$ cat src/rtl/ahb_pkg.sv
// ahb_pkg: AHB transfer/burst encodings, arbiter states and burst length helper
package ahb_pkg;
  typedef enum logic [1:0] {IDLE = 2'd0, BUSY = 2'd1, NONSEQ = 2'd2, SEQ = 2'd3} htrans_e;
  typedef enum logic [2:0] {
    SINGLE = 3'd0, INCR = 3'd1, WRAP4 = 3'd2, INCR4 = 3'd3,
    WRAP8 = 3'd4, INCR8 = 3'd5, WRAP16 = 3'd6, INCR16 = 3'd7
  } hburst_e;
  typedef enum logic [1:0] {PARK = 2'd0, GRANT = 2'd1, BURST = 2'd2, LOCKED = 2'd3} arb_state_e;
  function automatic logic [4:0] burst_beats(input hburst_e b);
    return (b == SINGLE) ? 5'd1 :
           (b == INCR) ? 5'd0 :
           (b == WRAP4 || b == INCR4) ? 5'd4 :
           (b == WRAP8 || b == INCR8) ? 5'd8 : 5'd16;
  endfunction
endpackage

$ cat src/rtl/ahb_rr_prio_sel.sv
// ahb_rr_prio_sel: combinational round-robin picker searching upward from pointer+1
module ahb_rr_prio_sel #(
  parameter int NUM_MASTERS = 4,
  parameter int MID_W = $clog2(NUM_MASTERS)
) (
  input  logic [NUM_MASTERS-1:0] i_req,
  input  logic [MID_W-1:0]       i_ptr,
  output logic [NUM_MASTERS-1:0] o_gnt,
  output logic [MID_W-1:0]       o_idx,
  output logic                   o_valid
);
  logic [MID_W-1:0] w_j;
  always_comb begin
    o_idx = '0;
    o_valid = 1'b0;
    w_j = '0;
    for (int k = NUM_MASTERS; k >= 1; k--) begin
      w_j = MID_W'((int'(i_ptr) + k) % NUM_MASTERS);
      if (i_req[w_j]) begin
        o_idx = w_j;
        o_valid = 1'b1;
      end
    end
  end
  assign o_gnt = o_valid ? (NUM_MASTERS'(1) << o_idx) : '0;
endmodule

$ cat src/rtl/ahb_bus_arbiter.sv
// ahb_bus_arbiter: round-robin AHB arbiter with burst, lock and error-aware handover
module ahb_bus_arbiter
  import ahb_pkg::*;
#(
  parameter int NUM_MASTERS = 4,
  parameter int DEFAULT_MASTER = 0,
  parameter int MID_W = $clog2(NUM_MASTERS)
) (
  input  logic                   hclk,
  input  logic                   hrst,
  input  logic [NUM_MASTERS-1:0] hbusreq,
  input  logic [NUM_MASTERS-1:0] hlock,
  input  logic [1:0]             htrans,
  input  logic [2:0]             hburst,
  input  logic                   hready,
  input  logic                   hresp,
  output logic [NUM_MASTERS-1:0] hgrant,
  output logic [MID_W-1:0]       hmaster,
  output logic                   hmastlock,
  output logic [1:0]             arb_state
);
  localparam logic [MID_W-1:0] DEF = MID_W'(DEFAULT_MASTER);
  localparam logic [NUM_MASTERS-1:0] DEF_OH = NUM_MASTERS'(1) << DEFAULT_MASTER;
  arb_state_e r_state, w_hold;
  logic [NUM_MASTERS-1:0] r_grant, w_win;
  logic [MID_W-1:0] r_idx, r_ptr, r_master, w_win_idx;
  logic [3:0] r_cnt, w_cnt_nxt;
  logic r_mastlock, r_err, r_tail;
  logic w_valid, w_own_req, w_own_lock, w_start, w_last, w_done, w_rearb;
  htrans_e w_tr;
  logic [4:0] w_beats;
  ahb_rr_prio_sel #(.NUM_MASTERS(NUM_MASTERS), .MID_W(MID_W)) u_sel (
    .i_req(hbusreq),
    .i_ptr(r_ptr),
    .o_gnt(w_win),
    .o_idx(w_win_idx),
    .o_valid(w_valid)
  );
  assign w_tr = htrans_e'(htrans);
  assign w_beats = burst_beats(hburst_e'(hburst));
  assign w_own_req = hbusreq[r_idx];
  assign w_own_lock = hlock[r_idx];
  assign w_start = (w_tr == NONSEQ) && (w_beats > 5'd1);
  assign w_last = (w_tr == SEQ) && (r_cnt == 4'd1);
  assign w_done = ((w_tr == NONSEQ) && (w_beats <= 5'd1)) || w_last;
  assign w_cnt_nxt = w_start ? 4'(w_beats - 5'd1) : (w_tr == SEQ && r_cnt != 4'd0) ? r_cnt - 4'd1 : r_cnt;
  assign w_rearb = (r_state == PARK) ||
                   (r_state == GRANT && !w_own_lock && !w_start && (w_tr == IDLE || !w_own_req)) ||
                   (r_state == BURST && (r_err || w_last)) ||
                   (r_state == LOCKED && (r_tail || !w_own_lock) && w_done);
  assign w_hold = (r_state == GRANT) ? (w_own_lock ? LOCKED : w_start ? BURST : GRANT) : r_state;
  always_ff @(posedge hclk) begin
    if (hrst) begin
      r_state <= PARK;
      r_grant <= DEF_OH;
      r_idx <= DEF;
      r_ptr <= DEF;
      r_master <= DEF;
      r_mastlock <= 1'b0;
      r_cnt <= '0;
      r_err <= 1'b0;
      r_tail <= 1'b0;
    end else if (!hready) begin
      if (r_state == BURST && hresp) r_err <= 1'b1;
    end else begin
      r_master <= r_idx;
      r_mastlock <= w_own_lock;
      r_err <= 1'b0;
      if (w_rearb) begin
        r_state <= w_valid ? GRANT : PARK;
        r_grant <= w_valid ? w_win : DEF_OH;
        r_idx <= w_valid ? w_win_idx : DEF;
        r_ptr <= w_valid ? w_win_idx : r_ptr;
        r_cnt <= '0;
        r_tail <= 1'b0;
      end else begin
        r_state <= w_hold;
        r_cnt <= w_cnt_nxt;
        r_tail <= (r_state == LOCKED) && (r_tail || !w_own_lock);
      end
    end
  end
  assign hgrant = r_grant;
  assign hmaster = r_master;
  assign hmastlock = r_mastlock;
  assign arb_state = r_state;
endmodule

$ cat config.mk
export PLATFORM = sky130hd
export DESIGN_NAME = ahb_bus_arbiter
export DESIGN_NICKNAME = d
export VERILOG_FILES = /design/src/rtl/ahb_pkg.sv /design/src/rtl/ahb_rr_prio_sel.sv /design/src/rtl/ahb_bus_arbiter.sv
export SDC_FILE = /design/constraint.sdc
export NUM_CORES = 1
export LEC_CHECK = 0
export BUFFER_PORTS_ARGS = -buffer_cell sky130_fd_sc_hd__buf_4
export CORE_ASPECT_RATIO = 1.4
export CORE_MARGIN = 3
export CORE_UTILIZATION = 53
export DETAILED_ROUTE_END_ITERATION = 8
export PLACE_DENSITY = 0.78
export RECOVER_POWER = 25
export SLEW_MARGIN = 20
export SYNTH_ARGS = -nofsm -noshare
export SYNTH_HDL_FRONTEND = slang
export SYNTH_SLANG_ARGS = --single-unit
$ cat constraint.sdc
create_clock -name hclk -period 2.6 [get_ports hclk]
set_input_delay 0.13 -clock hclk [delete_from_list [all_inputs] [get_ports hclk]]
set_output_delay 0.13 -clock hclk [all_outputs]
set_load 0.03 [all_outputs]
## Word-level counts from Yosys, hierarchy flattened

Index checks and enable logic that the tools add are counted.

- Register bits after elaboration: 19
- Logic and storage cells: 103
- Bits of input ports: 17
- Output and inout bits: 9

- Reduce and logical (&&, ||, !) cells: 34
- Eq/ne operators: 11
- Add/subtract/negate cells: 6
- Shifts and indexed selects: 1
- Order comparisons: 7
- Multiplexer cells: 35

Operator list:

| kind | count |
|---|---|
| 5-bit two-way mux | 4 |
| 2-bit two-way mux | 9 |
| 4-bit two-way mux | 4 |
| 2-bit by 3-bit less-than comparator with 1-bit output, second input constant | 5 |
| 1-bit binary-select mux with 2-bit select | 6 |
| 1-bit two-way mux | 12 |
| 1-bit logical AND | 11 |
| 1-bit logical OR | 9 |
| 2-bit equality test, second input constant | 4 |
| 4-bit by 1-bit subtractor with 4-bit output, second input constant | 2 |
| 3-bit by 2-bit equality test with 1-bit output, second input constant | 2 |
| 3-bit equality test, second input constant | 2 |
| 2-bit AND reduction | 3 |
| 5-bit by 1-bit > comparator with 1-bit output, second input constant | 1 |
| 5-bit by 1-bit less-or-equal comparator with 1-bit output, second input constant | 1 |
| 2-bit by 1-bit adder with 2-bit output, second input constant | 2 |
| 2-bit adder, second input constant | 2 |
| 4-bit by 1-bit equality test with 1-bit output, second input constant | 1 |
| 2-bit logical NOT | 2 |
| 4-bit nonzero test | 1 |
| 1-bit by 2-bit << shifter with 4-bit output, first input constant | 1 |
| 3-bit by 1-bit equality test with 1-bit output, second input constant | 1 |
| 1-bit logical NOT | 3 |
| 3-bit logical NOT | 1 |
| 5 further kinds | 5 |

## Depth between registers and ports, before layout

- Word-level depth: 16
- Mapped depth: 8
- Depth with buffers taken out: 7

## Modules after synthesis

A second synthesis with hierarchy kept.

- Cell total of the unflattened synthesis: 144
- Area total of the unflattened synthesis: 1,260.0 um^2

By module, submodules not included:

| module | times used | sequential area each (um^2) | area an instance (um^2) | cells each |
|---|---|---|---|---|
| ahb_bus_arbiter | 1 | 380.4 | 1,082.3 | 116 |
| ahb_rr_prio_sel | 1 | 0.0 | 177.7 | 28 |

## Least setup slack after synthesis

OpenSTA, ideal clock, no wires.

- Kind: register to register
- Start point: register r_idx[0]
- End point: register r_grant[0] (netlist: hgrant[0])
- Setup slack: 0.590 ns
- Data arrival time: 1.890 ns
- Stages on the path, launching flop included: 8
- Path buffers: 2
- Data required time: 2.480 ns
- Library setup time: 0.120 ns
- Period minus slack after synthesis: 2.010 ns
- Cell sequence: dfxtp_1 -> buf_6 -> mux4_2 -> a21o_1 -> nor3_4 -> o31ai_2 -> buf_2 -> a211o_1

- Longest elaborated chain between the ends: 10
- Elaborated cells between the ends (all ways): 17
- Those cells by class: mux: 4; reduce/logical: 13

RTL lines:

| what | line | source |
|---|---|---|
| start, declared | ahb_bus_arbiter.sv:26 | `logic [MID_W-1:0] r_idx, r_ptr, r_master, w_win_idx;` |
| start signal, assigned | ahb_bus_arbiter.sv:72 | `r_idx <= w_valid ? w_win_idx : DEF;` |
| 1-bit binary-select mux with 2-bit select | ahb_bus_arbiter.sv:42 | `assign w_own_lock = hlock[r_idx];` |
| 1-bit two-way mux (not written as such) | ahb_bus_arbiter.sv:42 |  |
| 1-bit logical NOT | ahb_bus_arbiter.sv:48, ahb_bus_arbiter.sv:50 |  |
| 1-bit logical AND (3 in a row) | ahb_bus_arbiter.sv:48 | `(r_state == GRANT && !w_own_lock && !w_start && (w_tr == IDLE \|\| !w_own_req)) \|\|` |
| 1-bit logical OR | ahb_bus_arbiter.sv:47 | `assign w_rearb = (r_state == PARK) \|\|` |
| 1-bit logical OR | ahb_bus_arbiter.sv:48 |  |
| 1-bit logical OR (*) | ahb_bus_arbiter.sv:49 | `(r_state == BURST && (r_err \|\| w_last)) \|\|` |
| 2-bit AND reduction (no source line) (*) | - |  |
| end signal, assigned | ahb_bus_arbiter.sv:71 | `r_grant <= w_valid ? w_win : DEF_OH;` |
| end, declared | ahb_bus_arbiter.sv:25 | `logic [NUM_MASTERS-1:0] r_grant, w_win;` |

Every way passes the cells marked *; elsewhere a longest branch is shown, timed or not. The select of a mux whose other input is x is not followed.
A chain may end at the register's enable or synchronous reset.

## Worst setup path in the final report

- Start point: register r_idx[0]
- End point: register r_grant[1] (netlist: hgrant[1])

Same word-level chain as after synthesis.

==> impl_summary.txt <==
----------------------------------------------------
[Yosys]
  Share of Yosys cell area claimed by the top area cell type ... between 30% and 40%
  Total of flip-flops plus latches after synthesis ... 19
  Synth area leaders ... sky130_fd_sc_hd__dfxtp_1, sky130_fd_sc_hd__mux2i_1, sky130_fd_sc_hd__a21oi_1
  Number of nets in the synthesized netlist ... 158
  Post-synthesis cell count ... about 140
  Sequential fraction of the synthesis area ... 32.3%
  EDFF count, synth ... 0
  Most numerous cell in the Yosys netlist ... sky130_fd_sc_hd__dfxtp_1
  Leading cell types by count after synthesis ... sky130_fd_sc_hd__dfxtp_1, sky130_fd_sc_hd__a21oi_1, sky130_fd_sc_hd__nand2_1, sky130_fd_sc_hd__nor2_1, sky130_fd_sc_hd__o21ai_0
  Ys flop type ... sky130_fd_sc_hd__dfxtp_1
  Post-Syn Area ... 0.00118 mm^2
  Yosys Warn Count ... 0
  Count of different cell masters after synthesis ... 46
  Top cell type by total area after synthesis ... sky130_fd_sc_hd__dfxtp_1
  Average size of a mapped cell ... 8.46 um^2
  Post-synth ARST share ... 0%

[Timing]
  Post-layout minimum cycle time ... between 2000 and 2500 ps
  Number of pins with negative max-slew slack in the final report ... 0
  Transition time of the tightest slew-check pin ... roughly 700 ps
  Timing-limited maximum frequency ... ~0.43 GHz
  Final TNS setup ... 0 ps
  Max-Slew Margin vs Limit ... between 50 and 60%
  Worst Hold Margin ... about 130 ps
  Fin. Hold Viols ... 0
  Post-route clock skew ... 9.87 ps
  Period utilisation layout ... between 90% and 100%
  Setup-violating endpoint count in the final report ... 0
  Setup repair after global routing missed its margin ... false

[CTS]
  Clock tree from TritonCTS ... yes
  Post-CTS sizing ... 0
  CTS hold repair buffers ... 0
  Post-CTS Setup Inserts ... 0
  Worst skew pair latency ... between 300 and 400 ps
  Root Buffer ... sky130_fd_sc_hd__clkbuf_4
  H-tree Lvls ... 1
  Max Buffers Root-to-Sink ... 2
  CTS Sinks ... 19
  TritonCTS buffer count ... 3
  Post-CTS clock slew at the launch and capture registers of the worst setup and hold paths ... about 120 ps

[Die]
  Boundary Pins ... 26
  Row cnt ... 19
  Die outline area ... 0.00283 mm^2
  Core outline area ... 0.00204 mm^2
  Y dimension of the die ... 61.7 um
  Die Width ... 45.8 um
  Effective utilization at floorplan ... a little under three fifths

[GRT]
  Antenna violations before repair ... 0
  Pin count of the biggest net entering global routing ... 23
  First-pass GRT wire length ... around 4800 um
  Number of global-route vias before repair ... ~1100
  Remaining Overflow, GRT ... 0
  Global-route total usage across every layer ... a little under a quarter

[Routing]
  Post-route antenna net violation count ... 0
  DRT iter0 DRCs ... 29
  Routed vias ... between 1000 and 1500
  Total length of routed wires ... 2860 um
  DR pass1 iterations ... 4
  Via/cell ratio ... approximately 6.2
  Number of remaining DRC errors ... 0
  Detail-routed net length per standard cell ... about 16 um

[Power]
  Peak ir drop on the vdd network ... around 0.33 mV
  Total leakage power ... between 0.0005 and 0.0006 uW
  Power density over the cells ... roughly 540 mW/mm^2
  Overall power after layout ... ~740 uW

[Finish]
  Area Growth Syn to Fin ... 17.1%
  Fraction of layout instances using a drive strength above 1 ... between 20 and 25%
  Antenna cells ... 0
  Nets ... about 180

[Run]
  Max-capacitance violation count ... 0

[Placed design]
  Count of buffers inserted at the top-level ports ... 24
  Global placement routability congestion ... 0.873
  Post-DP HPWL ... roughly 2200 um

[Setup path]
  Arrival time at the worst endpoint ... about 2600 ps
  Delay contributed by the slowest stage of the critical path ... around 570 ps
  Cell Chain, Critical Path ... mux4_2 > a21o_1 > nor3_4 > o31ai_2 > or3b_1 > a21oi_1
  Data required time at the worst endpoint ... 2850 ps
  Maximum fanout count along the critical path ... 11
  Kind of cell adding the most delay to the critical path ... simple AND/OR/NAND/NOR gates
  Sort of element at the end of the critical path ... flip-flop
  Buf/Inv on CP ... 0
  Critical path class ... reg -> reg
  Critical Path Slowest Stage Cell ... sky130_fd_sc_hd__mux4_2
  Startpoint type of the worst setup path ... flip-flop

[Run status]
  Status ... finished, final reports clean

[Worst hold path]
  Worst min-delay path category ... in -> reg

----------------------------------------------------
sequential cells by signal, summed over array words and instances (netlist names):
name       flops
arb_state      2
r_tail         1
hmaster        2
r_idx          2
r_cnt          4
hgrant         4
r_err          1
hmastlock      1
r_ptr          2
worst register-to-register path, cell delays in order (launching register included):
cell	delay, ps
sky130_fd_sc_hd__dfxtp_1	510
sky130_fd_sc_hd__mux4_2	570
sky130_fd_sc_hd__a21o_1	210
sky130_fd_sc_hd__nor3_4	240
sky130_fd_sc_hd__o31ai_2	190
sky130_fd_sc_hd__or3b_1	420
sky130_fd_sc_hd__a21oi_1	140
layer usage:
layer	GRT usage, %	vias up	wire length [um]
li1	-	566	-
met5	0	-	0
met1	25.9	554	1100
met3	1.73	5	92
met4	8.94	0	48
met2	42.3	23	1620
final timing paths:
path | from | end | slack, ps | depth (start not counted)
worst max-delay path | r_idx[0] | hgrant[1] | 260 | 6
worst min register to register | hgrant[1] | hgrant[1] | 470 | 2
worst min-delay path | htrans[1] | r_cnt[2] | 130 | 3
worst max register to register | r_idx[0] | hgrant[1] | 260 | 6
where the power goes:
group	total, uW	internal, uW	switching (uW)
combinational	240	101	139
sequential	344	315	28.6
clock	158	57.6	100
total	741	474	267
final cells by class:
| class | instances | area (um^2) |
|---|---|---|
| Clock buffer | 3 | 22.5 |
| Clock inverter | 1 | 5.00 |
| Fill cell | 182 | 667 |
| Inverter | 7 | 26.3 |
| Multi-Input combinational cell | 106 | 733 |
| Sequential cell | 19 | 380 |
| Tap cell | 21 | 26.3 |
| Timing Repair Buffer | 27 | 184 |
cell usage in the layout (no fill, tap or decap), types with 2 or more instances in the layout:
cell type	instances
sky130_fd_sc_hd__a21o_1	2
sky130_fd_sc_hd__a21oi_1	15
sky130_fd_sc_hd__a31oi_1	2
sky130_fd_sc_hd__a32oi_1	2
sky130_fd_sc_hd__buf_4	22
sky130_fd_sc_hd__clkbuf_1	5
sky130_fd_sc_hd__clkbuf_4	3
sky130_fd_sc_hd__dfxtp_1	19
sky130_fd_sc_hd__ha_1	2
sky130_fd_sc_hd__inv_1	7
sky130_fd_sc_hd__mux2_2	2
sky130_fd_sc_hd__mux2i_1	8
sky130_fd_sc_hd__nand2_1	11
sky130_fd_sc_hd__nand2b_1	2
sky130_fd_sc_hd__nand3b_1	2
sky130_fd_sc_hd__nand4_1	2
sky130_fd_sc_hd__nor2_1	9
sky130_fd_sc_hd__nor2b_1	2
sky130_fd_sc_hd__nor3_1	6
sky130_fd_sc_hd__o21ai_0	9
sky130_fd_sc_hd__o22ai_1	3
sky130_fd_sc_hd__o31ai_1	3
sky130_fd_sc_hd__o41ai_1	2
metrics by stage:
step | setup WS (ps) | instance area, um^2 | std cells | utilization [%]
2_1_floorplan | 590 | 1180 | 139 | -
3_3_place_gp | 352 | 1370 | 180 | 67.0
3_5_place_dp | 291 | 1370 | 180 | 67.0
4_1_cts | 251 | 1400 | 184 | 68.3
5_1_grt | 88.8 | 1380 | 184 | 67.4
6_report | 256 | 1380 | 184 | 67.4
cells by family (layout without fill, tap and decap cells):
logic type      count (synthesis)  after routing  synth area share, %
compound gates                 49             49                 29.1
mux                            11             11                 10.6
flops                          19             19                 32.3
buf+inv                        14             38                 5.32
xor+xnor                        1              1                0.745
fa+ha+maj                       2              2                 2.13
simple gates                   43             43                 19.7
Note: power is estimated with default switching activity, not from simulation.
